## src/rtl/config_frame_writer.sv

```systemverilog
// Column config-memory frame writer: parses SYNC/header/data words from a valid/ready
// stream and sequences FrameData setup, a one-hot FrameStrobe pulse and a hold cycle.
module config_frame_writer #(
  parameter int FrameBitsPerRow = 32,
  parameter int MaxFramesPerCol = 20,
  parameter int NumColumns      = 16,
  parameter int StrobeCycles    = 1
) (
  input  logic                       CLK,
  input  logic                       resetn,
  input  logic [31:0]                s_data,
  input  logic                       s_valid,
  output logic                       s_ready,
  output logic [FrameBitsPerRow-1:0] FrameData,
  output logic [MaxFramesPerCol-1:0] FrameStrobe,
  output logic [NumColumns-1:0]      ColSelect,
  output logic                       busy,
  output logic                       error,
  output logic [15:0]                frames_written
);

  localparam logic [31:0] SyncWord   = 32'hFAB0_FAB1;
  localparam logic [31:0] DesyncWord = 32'hFAB0_FAB0;

  typedef enum logic [2:0] {
    Idle,
    Header,
    Data,
    Setup,
    Strobe,
    Hold
  } state_t;

  state_t      state;
  logic [7:0]  colIdx;
  logic [4:0]  frameIdx;
  logic        discard;
  logic [7:0]  cnt;
  logic        accept;
  logic        headerOk;

  assign accept   = s_valid && s_ready;
  assign headerOk = (s_data[31:16] == 16'h0000) && (s_data[7:5] == 3'b000) &&
                    (int'(s_data[15:8]) < NumColumns) &&
                    (int'(s_data[4:0]) < MaxFramesPerCol);

  // Outputs are registered alongside the state, so each is set on the transition into its state.
  // Setup spans two cycles so the strobe lands at accept+3 and a frame takes six cycles end to end.
  always_ff @(posedge CLK or negedge resetn) begin
    if (!resetn) begin
      state          <= Idle;
      colIdx         <= '0;
      frameIdx       <= '0;
      discard        <= 1'b0;
      cnt            <= '0;
      s_ready        <= 1'b0;
      FrameData      <= '0;
      FrameStrobe    <= '0;
      ColSelect      <= '0;
      busy           <= 1'b0;
      error          <= 1'b0;
      frames_written <= '0;
    end else begin
      case (state)
        Idle: begin
          s_ready <= 1'b1;
          if (accept && s_data == SyncWord) state <= Header;
        end
        Header: begin
          if (accept) begin
            if (s_data == DesyncWord) begin
              state <= Idle;
            end else if (s_data == SyncWord) begin
              state <= Header;
            end else if (headerOk) begin
              colIdx   <= s_data[15:8];
              frameIdx <= s_data[4:0];
              discard  <= 1'b0;
              state    <= Data;
            end else begin
              error   <= 1'b1;
              discard <= 1'b1;
              state   <= Data;
            end
          end
        end
        Data: begin
          // The payload is taken verbatim; SYNC/DESYNC patterns have no meaning here.
          if (accept) begin
            if (discard) begin
              discard <= 1'b0;
              state   <= Header;
            end else begin
              FrameData <= s_data[FrameBitsPerRow-1:0];
              ColSelect <= NumColumns'(1) << colIdx;
              s_ready   <= 1'b0;
              busy      <= 1'b1;
              cnt       <= '0;
              state     <= Setup;
            end
          end
        end
        Setup: begin
          if (cnt == 8'd1) begin
            cnt         <= '0;
            FrameStrobe <= MaxFramesPerCol'(1) << frameIdx;
            state       <= Strobe;
          end else begin
            cnt <= cnt + 8'd1;
          end
        end
        Strobe: begin
          if (cnt == 8'(StrobeCycles - 1)) begin
            cnt            <= '0;
            FrameStrobe    <= '0;
            frames_written <= frames_written + 16'd1;
            state          <= Hold;
          end else begin
            cnt <= cnt + 8'd1;
          end
        end
        Hold: begin
          ColSelect <= '0;
          busy      <= 1'b0;
          s_ready   <= 1'b1;
          state     <= Header;
        end
        default: begin
          state <= Idle;
        end
      endcase
    end
  end

endmodule

```

## config.mk

```make
export PLATFORM = sky130hd
export DESIGN_NAME = config_frame_writer
export DESIGN_NICKNAME = d
export VERILOG_FILES = /design/src/rtl/config_frame_writer.sv
export SDC_FILE = /design/constraint.sdc
export NUM_CORES = 1
export LEC_CHECK = 0
export BUFFER_PORTS_ARGS = -buffer_cell sky130_fd_sc_hd__clkbuf_2
export CORE_UTILIZATION = 40
export DETAILED_ROUTE_END_ITERATION = 8
export PLACE_DENSITY_LB_ADDON = 0.2
export SYNTH_ARGS = -nofsm -noshare
export SYNTH_HDL_FRONTEND = slang
export SYNTH_SLANG_ARGS = --single-unit
```

## constraint.sdc

```tcl
create_clock -name CLK -period 2.9 [get_ports CLK]
set_clock_uncertainty 0.2 [all_clocks]
set_input_delay 0.29 -clock CLK [delete_from_list [all_inputs] [get_ports CLK]]
set_output_delay 0.29 -clock CLK [all_outputs]
set_load 0.01 [all_outputs]
```

After elaboration in Yosys (flattened, before gate mapping). Index checks and enable logic that the tools add are counted.

Register bits after elaboration: 112. Input bits: 35. Word-level logic and storage cells: 95.

Add/sub/neg operators: 2. Order comparisons: 2. Equal/unequal tests: 16. Shift operators: 2. Multiplexer cells: 32. Bitwise operators: 4. Reduce and logical (&&, ||, !) cells: 25.

Operators by type and width (number): $eq A32 B32 Y1 const B (2); $mux W20 (2); $pmux W20 S2 (1); $mux W16 (2); $mux W8 (4); $pmux W16 S2 (1); $pmux W8 S3 (1); $reduce_and A5 Y1 (4); $shl A1 B5 Y20 const A (1); $pmux W3 S6 (1); $add A16 B1 Y16 const B (1); $logic_not A16 Y1 (1); $ne A2 B2 Y1 const B (8); $shl A1 B8 Y16 const A (1); $mux W3 (5); $reduce_and A3 Y1 (5); $mux W1 (9); $add A8 B1 Y8 const B (1); $eq A8 B1 Y1 const B (1); $logic_not A8 Y1 (1); $lt A8 B5 Y1 const B (1); $reduce_bool A2 Y1 (4); $eq A3 B2 Y1 const B (2); $eq A3 B3 Y1 const B (2); 10 further kinds (22).

Depth between registers and ports, before layout. Gate-level depths: netlist of run 1.

Depth after elaboration: 9. Depth in mapped cells: 7. Gate-level depth less buffers: 6.

Worst setup path before layout of run 1. Ideal clock, no wire load.

Path kind: register to register. From: register s_ready. To: register colIdx[0]. Data arrival time: 1766 ps. Data required time: 2575 ps. Slack: 809 ps. Cell stages (with the launch flop): 7. Path buffers: 2. Clock period less this slack: 2091 ps. Cell sequence: dfrtp_1 and2_0 clkbuf_1 nand2_1 nor4_4 buf_4 mux2_2.

Word-level cells in the longest chain between the ends: 2.

Ends and longest elaborated chain: start, declared (line 13) `output logic s_ready,`; start signal, assigned (line 56) `s_ready <= 1'b0;`; start signal, assigned (line 66) `s_ready <= 1'b1;`; start signal, assigned (line 96) `s_ready <= 1'b0;`; $logic_and A1 B1 Y1 (line 42) `assign accept = s_valid && s_ready;`; $reduce_and A5 Y1 (no source line); end signal, assigned (line 76) `colIdx <= s_data[15:8];`; end, declared (line 35) `logic [7:0] colIdx;`.

Every way passes these cells. A chain may end at the register's enable or synchronous reset.

Worst setup path after layout of run 1.
From: input s_data[18]. To: register colIdx[3].

Word-level cells in the longest chain between the ends: 5.

Ends and longest elaborated chain: start, declared (line 11) `input logic [31:0] s_data,`; $logic_not A16 Y1 (line 43) `assign headerOk = (s_data[31:16] == 16'h0000) && (s_data[7:5] == 3'b000) &&`; $logic_and A1 B1 Y1 (2 in a row) (line 43); $logic_and A1 B1 Y1 (line 44) `(int'(s_data[15:8]) < NumColumns) &&`; $reduce_and A5 Y1 (no source line) (*).

Mark *: on every way between the ends. The rest lies on a longest branch, timed or not.

==> metrics.csv, run 1 <==
stage;metric;value;unit
setup_path;worst-case reg-to-reg path depth;4;
die;IO Count;122;
global_routing;first-pass GRT wire length;18300;µm
layout;design area;0.00616;mm²
worst_hold_path;worst hold path type;primary input to flop;
sta;period utilization;0.897;
setup_path;CP Capture Type;flop;
global_routing;Total GRT Usage;0.180;
detailed_routing;post-route ant nets;0;
sta;Worst Max-Slew Pin Slew;1.13;ns
global_routing;initial antenna violation count;0;
clock_network;CTS buffer count;9;
yosys;Post-synth top flop;dfrtp_1;
placed_design;# port buffers;121;
die;Die Y;113;µm
die;Initial Util;0.412;
sta;minimum clock period;2.60;ns
pwr;pwr dens;770;mW/mm²
placed_design;post-DP HPWL;8070;µm
sta;setup TNS;0;ns
yosys;Post-synth ARST share;1.00;
layout;Layout Nets;598;
detailed_routing;initial DRC count;212;
clock_network;Worst-Skew Late Latency;0.34;ns
layout;most frequent cells in the layout;clkbuf_2, dfrtp_1, nand2_1;
global_routing;vias in the first global route;3672;
clock_network;CTS Buffer Depth;2;
die;die width;113;µm
clock_network;Clock Pin Slew Worst Setup and Hold Paths;0.07;ns
clock_network;clock root cell;clkbuf_16;
yosys;mapped cell area;0.00496;mm²
setup_path;reg-to-reg critical path startpoint;cnt[6];
pwr;Pleak;0.00299;µW
layout;commonest non-fill, non-tap cell in the layout;clkbuf_2;
placed_design;routability congestion estimate from global placement;0.808;
setup_path;startpoint types;primary input;
run;max cap viols;0;
setup_path;worst r2r dst;state[1];
worst_hold_path;Hold Path Depth;2;
sta;final setup fails;0;
yosys;syn nets;464;
yosys;sequential share of the synthesized area;0.565;
detailed_routing;Via-to-Cell Ratio;5.18;
worst_hold_path;WHS Endpoint;FrameData[8];
clock_network;CTS sink count;112;
worst_hold_path;hold wc startpoint;s_data[8];
clock_network;H-Tree Depth;3;
setup_path;crit-path max FO;13;
yosys;Yosys reg bits;112;
setup_path;critical path type;primary input to flop;
sta;Hold Vio Cnt, Final;0;
yosys;syn_area_per_cell;11.7;µm²
detailed_routing;DRT Pass-1 Iters;5;
detailed_routing;vias;3794;
setup_path;Reg2Reg Setup Slack;0.48;ns
die;die area;0.0129;mm²
sta;Fmax achieved;0.385;GHz
setup_path;CP arrival;2.64;ns
layout;layout cells sized above 1;0.353;
pwr;Peak VDD IR;0.516;mV
die;Core Area;0.0121;mm²
detailed_routing;Total Wirelength;11000;µm
detailed_routing;DR WL/cell;15.1;µm
yosys;post-synthesis cell type count;56;
placed_design;area post-placement;0.00578;mm²
sta;max_slew headroom;0.245;
layout;Antenna Cells;0;
yosys;Post-Syn Instances;425;
setup_path;critical path required time;2.93;ns
sta;RSZ-0062 raised after global routing;no;
global_routing;GRT overflow;0;
yosys;Post-synth EDFFs;0;
die;Std-Cell Rows;40;
yosys;total number of yosys warnings;0;
detailed_routing;DRC violations left;0;
global_routing;pin count of the biggest net entering global routing;47;
layout;fin util;0.511;
clock_network;CTS tree;yes;
sta;Slew Limit Fails;0;
run_status;status;complete, no violations;
layout;Area growth syn-to-layout;24.2;%
## registers in the layout (all words and copies together), names as in the netlist, 3 cells and up
name and count:
colIdx 8, frameIdx 5, ColSelect 16, cnt 8, frames_written 16, FrameData 32, FrameStrobe 20, state 3
## logic make-up after synthesis
group / share of synthesized area
buffers and inverters: 0.0282
flip-flops: 0.565
AND/OR/NAND/NOR: 0.163
multiplexers: 0.0953
AO/OA/AOI/OAI: 0.109
adder cells (fa/ha/maj): 0.0101
XOR/XNOR: 0.0300
## how the worst max path moves through the flow
stage,start,end
after detailed placement,cnt[6],state[1]
after global routing,s_data[18],frameIdx[1]
final,s_data[18],colIdx[3]
after global placement,s_data[18],colIdx[1]
after CTS,s_data[18],colIdx[3]
after floorplan,s_ready,colIdx[0]
## synth_stat cells, drive strengths merged (8+ instances only)
| master | number | share of area |
|---|---|---|
| a22o | 9 | 0.016 |
| buf | 9 | 0.010 |
| clkbuf | 8 | 0.0060 |
| dfrtp | 112 | 0.56 |
| inv | 16 | 0.012 |
| mux2 | 42 | 0.095 |
| nand2 | 44 | 0.033 |
| nand3 | 10 | 0.010 |
| nand4 | 10 | 0.014 |
| nor2 | 15 | 0.011 |
| nor3 | 13 | 0.013 |
| nor4 | 13 | 0.026 |
| o21ai | 17 | 0.017 |
| o31ai | 20 | 0.030 |
| xor2 | 12 | 0.021 |
## per-layer routing
| layer | track usage | up-vias | wire [µm] | share of wire |
|---|---|---|---|---|
| met5 | 0 | - | 0 | 0 |
| met4 | 0.0456 | 0 | 117 | 0.011 |
| met3 | 0.0553 | 10 | 670 | 0.061 |
| met2 | 0.284 | 107 | 5310 | 0.48 |
| met1 | 0.242 | 1855 | 4930 | 0.45 |
| li1 | - | 1822 | - | - |
## area by class of cell
type / instances / area [µm²]
Inverter: 16 / 60.1
Tap cell: 168 / 210
Fill cell: 1117 / 5900
Timing Repair Buffer: 140 / 788
Clock inverter: 6 / 42.5
Sequential cell: 112 / 2800
Clock buffer: 10 / 239
Multi-Input combinational cell: 280 / 2020
## per-stage QoR
stage | setup slack, ns | instances | hold slack (ns) | power [µW]
final | 0.300 | 732 | 0.0149 | 4750
after global routing | 0.234 | 732 | 0.0117 | 5040
after CTS | 0.323 | 732 | 0.00154 | 4800
after detailed placement | 0.489 | 706 | 0.113 | 3600
after global placement | 0.583 | 706 | 0.109 | 3570
after floorplan | 0.809 | 425 | -0.206 | 3070
## report_power, final
part           switching [µW]  total [µW]  internal [µW]
clock                     565        1170            608
combinational             747        1410            662
sequential                278        2170           1890
total                    1590        4750           3160
## worst max-delay path: stages
cell	delay (ns)
dlygate4sd3_1	0.54
clkbuf_2	0.12
nor4_1	0.60
nand2_1	0.23
nor4_4	0.26
buf_4	0.25
mux2_2	0.35
## what timing repair did
item,4_1_cts,5_1_grt
gates resized for setup,0,0
endpoints found under the hold margin,49,0
hold buffers,10,0
setup buffers,0,0
Note: power is estimated with default switching activity, not from simulation.
==> inputs of run 2 (changes only) <==
--- a/config.mk
+++ b/config.mk
@@ -5,8 +5,8 @@
 export SDC_FILE = /design/constraint.sdc
 export NUM_CORES = 1
 export LEC_CHECK = 0
-export BUFFER_PORTS_ARGS = -buffer_cell sky130_fd_sc_hd__clkbuf_2
-export CORE_UTILIZATION = 40
+export BUFFER_PORTS_ARGS = -buffer_cell sky130_fd_sc_hd__buf_2
+export CORE_UTILIZATION = 53
 export DETAILED_ROUTE_END_ITERATION = 8
 export PLACE_DENSITY_LB_ADDON = 0.2
 export SYNTH_ARGS = -nofsm -noshare
==> run 2 against run 1 <==
Critical path depth unchanged. Cell count down 5.5%. Worst setup slack better by 0.065 ns. Critical endpoint is now frameIdx[4]. Sequential power about the same.
==> metrics.csv, run 2 (synthesis gave the netlist of run 1 again) <==
stage;metric;value;unit
run_status;status;complete, no violations;
sta;Hold Vio Cnt, Final;0;
sta;minimum clock period;2.54;ns
die;Core Area;0.00889;mm²
setup_path;CP cell instances;dlygate4sd3_1 -> buf_2 -> nor4_1 -> nand2_1 -> nor4_4 -> buf_4 -> mux2_2;
die;IO Count;122;
layout;Layout Nets;619;
layout;Regs by FF count;FrameData: 32 flops, FrameStrobe: 20 flops;
global_routing;GRT overflow;0;
global_routing;M3 GR Usage;0.0610;
sta;Fmax achieved;0.394;GHz
setup_path;Crit path buffers/inverters;3;
setup_path;worst r2r dst;cnt[3];
sta;Slew Limit Fails;0;
setup_path;slowest stage delay, CP;0.58;ns
worst_hold_path;WHS Endpoint;frameIdx[2];
global_routing;pin count of the biggest net entering global routing;56;
setup_path;worst-case reg-to-reg path depth;4;
layout;most frequent cells in the layout;buf_2, dfrtp_1, nand2_1;
detailed_routing;Total Wirelength;11700;µm
sta;period utilization;0.874;
detailed_routing;Via-to-Cell Ratio;5.66;
sta;Worst Max-Slew Pin Slew;1.11;ns
run;max cap viols;0;
pwr;Pleak;0.00307;µW
clock_network;CTS tree;yes;
worst_hold_path;worst hold path type;primary input to flop;
detailed_routing;post-route ant nets;0;
global_routing;M2 GR Usage;0.439;
clock_network;CTS sink count;112;
sta;setup TNS;0;ns
die;die area;0.00976;mm²
setup_path;critical path's top delay family;simple AND/OR/NAND/NOR gates;
clock_network;CTS buffer count;9;
global_routing;first-pass GRT wire length;19600;µm
global_routing;GR peak layer;met2;
clock_network;Clock Pin Slew Worst Setup and Hold Paths;0.11;ns
setup_path;critical path type;primary input to flop;
detailed_routing;initial DRC count;166;
die;Std-Cell Rows;34;
sta;RSZ-0062 raised after global routing;no;
layout;commonest non-fill, non-tap cell in the layout;buf_2;
placed_design;post-DP HPWL;8130;µm
layout;Antenna Cells;0;
clock_network;clock root cell;clkbuf_8;
pwr;Peak VDD IR;0.431;mV
worst_hold_path;hold wc startpoint;s_data[2];
detailed_routing;DRC violations left;0;
worst_hold_path;Hold Path Depth;2;
placed_design;# port buffers;121;
setup_path;Worst path slowest cell;nor4_1;
die;Die Y;98.8;µm
detailed_routing;DR WL/cell;16.9;µm
setup_path;Reg2Reg Setup Slack;0.46;ns
clock_network;CTS Buffer Depth;2;
global_routing;Total GRT Usage;0.257;
setup_path;critical path required time;2.96;ns
layout;fin util;0.696;
setup_path;CP Capture Type;flop;
layout;Area growth syn-to-layout;24.7;%
sta;max_slew headroom;0.263;
placed_design;routability congestion estimate from global placement;0.833;
global_routing;vias in the first global route;4016;
sta;final setup fails;0;
pwr;pwr dens;730;mW/mm²
global_routing;M1 GR Usage;0.322;
layout;most flop-heavy register;FrameData;
detailed_routing;vias;3916;
die;Initial Util;0.558;
clock_network;CTS resizes;0;
setup_path;reg-to-reg critical path startpoint;state[0];
layout;layout cells sized above 1;0.339;
setup_path;crit-path max FO;13;
pwr;Tot Pwr;4520;µW
global_routing;initial antenna violation count;0;
clock_network;H-Tree Depth;3;
setup_path;startpoint types;primary input;
detailed_routing;DRT Pass-1 Iters;4;
clock_network;Worst-Skew Late Latency;0.37;ns
die;die width;98.8;µm
setup_path;CP arrival;2.59;ns
layout;max FFs per register;32;
run 2: stage by stage:
| step | area (µm²) | cells | hold WS (ns) | setup WS [ns] |
|---|---|---|---|---|
| 2_1_floorplan | 4960 | 425 | -0.206 | 0.809 |
| 3_3_place_gp | 5730 | 647 | 0.0188 | 0.616 |
| 3_5_place_dp | 5730 | 647 | 0.0210 | 0.493 |
| 4_1_cts | 6190 | 692 | 0.00359 | 0.423 |
| 5_1_grt | 6190 | 692 | 0.00494 | 0.189 |
| 6_report | 6190 | 692 | 0.0117 | 0.365 |
run 2: worst max-delay path by stage:
| stage | cells after the start | startpoint | slack [ns] | to |
|---|---|---|---|---|
| finish | 7 | s_data[6] | 0.36 | frameIdx[4] |
| detailed placement | 4 | state[0] | 0.49 | cnt[7] |
| CTS | 7 | s_data[6] | 0.42 | frameIdx[4] |
| floorplan | 6 | s_ready | 0.81 | colIdx[0] |
| global placement | 5 | state[2] | 0.62 | cnt[3] |
| global route | 4 | state[0] | 0.19 | cnt[3] |
run 2: cell type report:
class                   instances  area (µm²)
flip-flops and latches        112        2800
fillers                       676        2700
multi-input cells             280        2020
repair buffers                161        1010
well taps                     108         135
clock buffers                  10         128
inverters                      16        60.1
clock inverters                 5        35.0
run 2: power breakdown:
group          internal [µW]  leakage, µW  switching, µW
Clock                    309    0.0000821            517
Combinational            719      0.00151            787
Sequential              1890      0.00148            299
run 2: timing repair:
item / 4_1_cts / 5_1_grt
hold buffers: 30 / 0
setup buffers: 0 / 0
hold endpoints to repair: 102 / 0
run 2: routing by layer:
metal / wire length, µm / vias to the layer above
met5: 0 / -
met4: 240 / 0
met3: 525 / 22
met2: 5970 / 110
met1: 4940 / 1924
li1: - / 1860
==> inputs of run 3 (changes only) <==
--- a/config.mk
+++ b/config.mk
@@ -6,7 +6,10 @@
 export NUM_CORES = 1
 export LEC_CHECK = 0
 export BUFFER_PORTS_ARGS = -buffer_cell sky130_fd_sc_hd__buf_2
-export CORE_UTILIZATION = 53
+export CELL_PAD_IN_SITES_DETAIL_PLACEMENT = 1
+export CELL_PAD_IN_SITES_GLOBAL_PLACEMENT = 1
+export CORE_UTILIZATION = 43
+export CTS_BUF_LIST = sky130_fd_sc_hd__clkbuf_2
 export DETAILED_ROUTE_END_ITERATION = 8
 export PLACE_DENSITY_LB_ADDON = 0.2
 export SYNTH_ARGS = -nofsm -noshare
==> run 3 against run 2 <==
Critical path type is now flop to flop. Combinational power barely moved. Sequential power barely moved. Die area rose by 23%. Worst setup slack got worse by 0.068 ns. Via count rose by 2.1%. Critical endpoint is now cnt[3]. Largest power group unchanged. Largest cell class unchanged.
==> metrics.csv, run 3 (synthesis gave the netlist of run 1 again) <==
stage;metric;value;unit
clock_network;CTS buffer count;9;
clock_network;CTS sink count;112;
sta;minimum clock period;2.60;ns
clock_network;Clock Pin Slew Worst Setup and Hold Paths;0.29;ns
global_routing;initial antenna violation count;0;
clock_network;H-Tree Depth;3;
die;IO Count;122;
die;Die Y;109;µm
global_routing;M1 GR Usage;0.301;
setup_path;startpoint types;flop;
layout;Antenna Cells;0;
clock_network;Post-CTS Setup Inserts;0;
layout;Area growth syn-to-layout;25.3;%
detailed_routing;Via-to-Cell Ratio;5.48;
worst_hold_path;worst hold path type;primary input to flop;
global_routing;M2 GR Usage;0.413;
clock_network;CTS Buffer Depth;2;
sta;period utilization;0.898;
die;die area;0.0120;mm²
setup_path;crit-path max FO;16;
sta;Fmax achieved;0.384;GHz
sta;setup TNS;0;ns
global_routing;vias in the first global route;4207;
placed_design;dpl cells;678;
die;Std-Cell Rows;38;
worst_hold_path;Hold Path Depth;3;
clock_network;CTS resizes;0;
layout;fin cells;730;
layout;commonest non-fill, non-tap cell in the layout;buf_2;
clock_network;Worst-Skew Late Latency;0.61;ns
global_routing;pin count of the biggest net entering global routing;56;
sta;Hold Vio Cnt, Final;0;
die;die width;109;µm
layout;layout cells sized above 1;0.337;
sta;final setup fails;0;
setup_path;critical path required time;3.23;ns
placed_design;post-DP HPWL;9270;µm
layout;most frequent cells in the layout;buf_2, dfrtp_1, nand2_1;
sta;Worst Max-Slew Pin Slew;1.25;ns
pwr;Pleak;0.00307;µW
setup_path;slowest stage delay, CP;0.87;ns
global_routing;Total GRT Usage;0.238;
detailed_routing;vias;3998;
placed_design;# port buffers;121;
placed_design;routability congestion estimate from global placement;0.776;
global_routing;GRT overflow;0;
detailed_routing;DRC violations left;0;
setup_path;Worst path slowest cell;a31oi_1;
global_routing;first-pass GRT wire length;21600;µm
pwr;Peak VDD IR;0.437;mV
setup_path;CP arrival;2.93;ns
clock_network;CTS tree;yes;
sta;RSZ-0062 raised after global routing;no;
sta;max_slew headroom;0.165;
global_routing;GR peak layer;met2;
layout;fin util;0.564;
layout;Regs by FF count;FrameData: 32 flops, FrameStrobe: 20 flops;
layout;FILL cells;1238;
pwr;pwr dens;709;mW/mm²
layout;max FFs per register;32;
detailed_routing;DRT Pass-1 Iters;4;
layout;Layout Nets;624;
setup_path;CP Capture Type;flop;
clock_network;clock root cell;clkbuf_2;
detailed_routing;DR WL/cell;18.4;µm
detailed_routing;Total Wirelength;13500;µm
detailed_routing;initial DRC count;179;
global_routing;M3 GR Usage;0.0409;
setup_path;CP cell instances;nand3b_1 -> a31oi_1 -> nor2_1 -> o211ai_1;
die;Initial Util;0.450;
detailed_routing;post-route ant nets;0;
clock_network;hold buffers post-CTS;36;
layout;most flop-heavy register;FrameData;
run_status;status;complete, no violations;
setup_path;worst-case reg-to-reg path depth;4;
sta;Slew Limit Fails;0;
setup_path;critical path type;flop to flop;
die;Core Area;0.0110;mm²
run;max cap viols;0;
==> run 3: cell types whose count changed in the layout (fill, tap and decap cells not counted), moves of 2 or more <==
cell           before  now
clkbuf_8            9    0
clkbuf_2            0   12
dlygate4sd3_1      30   36
clkinv_4            2    0
==> run 3: where the power goes <==
part           internal (µW)  total [µW]  leakage [µW]  switching, µW
Sequential              1890        2160       0.00148            270
Combinational            699        1510       0.00153            815
Clock                    214         739     0.0000741            525
==> run 3: worst max-delay path, delay by kind of cell (launching register included) <==
| family | cells | cell delay, ns |
|---|---|---|
| AO/OA/AOI/OAI | 2 | 1.11 |
| flip-flops | 1 | 0.74 |
| AND/OR/NAND/NOR | 2 | 0.48 |
==> run 3: path summary, 6_finish.rpt <==
| check | from | to | slack [ns] |
|---|---|---|---|
| max | state[0] | cnt[3] | 0.30 |
| max in group asynchronous | resetn | FrameStrobe[6] | 1.23 |
| min reg2reg | frames_written[15] | frames_written[15] | 0.28 |
| min in group asynchronous | resetn | FrameStrobe[14] | 0.49 |
| min | s_data[16] | FrameData[16] | 0.25 |
| max reg2reg | state[0] | cnt[3] | 0.30 |
==> run 3: cell type report <==
type                       count  area (µm²)  area share
clock inverter                 4        53.8     0.00865
inverter                      16        60.1     0.00965
multi-input combinational    280        2020       0.325
tap                          140         175      0.0282
timing repair buffer         166        1050       0.169
sequential                   112        2800       0.450
clock buffer                  12        60.1     0.00965
==> run 3: stage by stage <==
stage                     total power (µW)  setup WS [ns]  hold slack, ns  instance area [µm²]
after floorplan                       3070          0.809          -0.206                 4960
after global placement                3580          0.457         -0.0711                 5750
after detailed placement              3660          0.327         -0.0695                 5750
after CTS                             4440          0.309           0.164                 6220
after global routing                  4680         0.0579           0.195                 6220
final                                 4410          0.297           0.246                 6220
==> run 3: per-layer routing <==
layer,up-vias,part of all wire
li1,1866,-
met4,0,0.016
met1,2018,0.43
met2,100,0.51
met5,-,0
met3,14,0.044
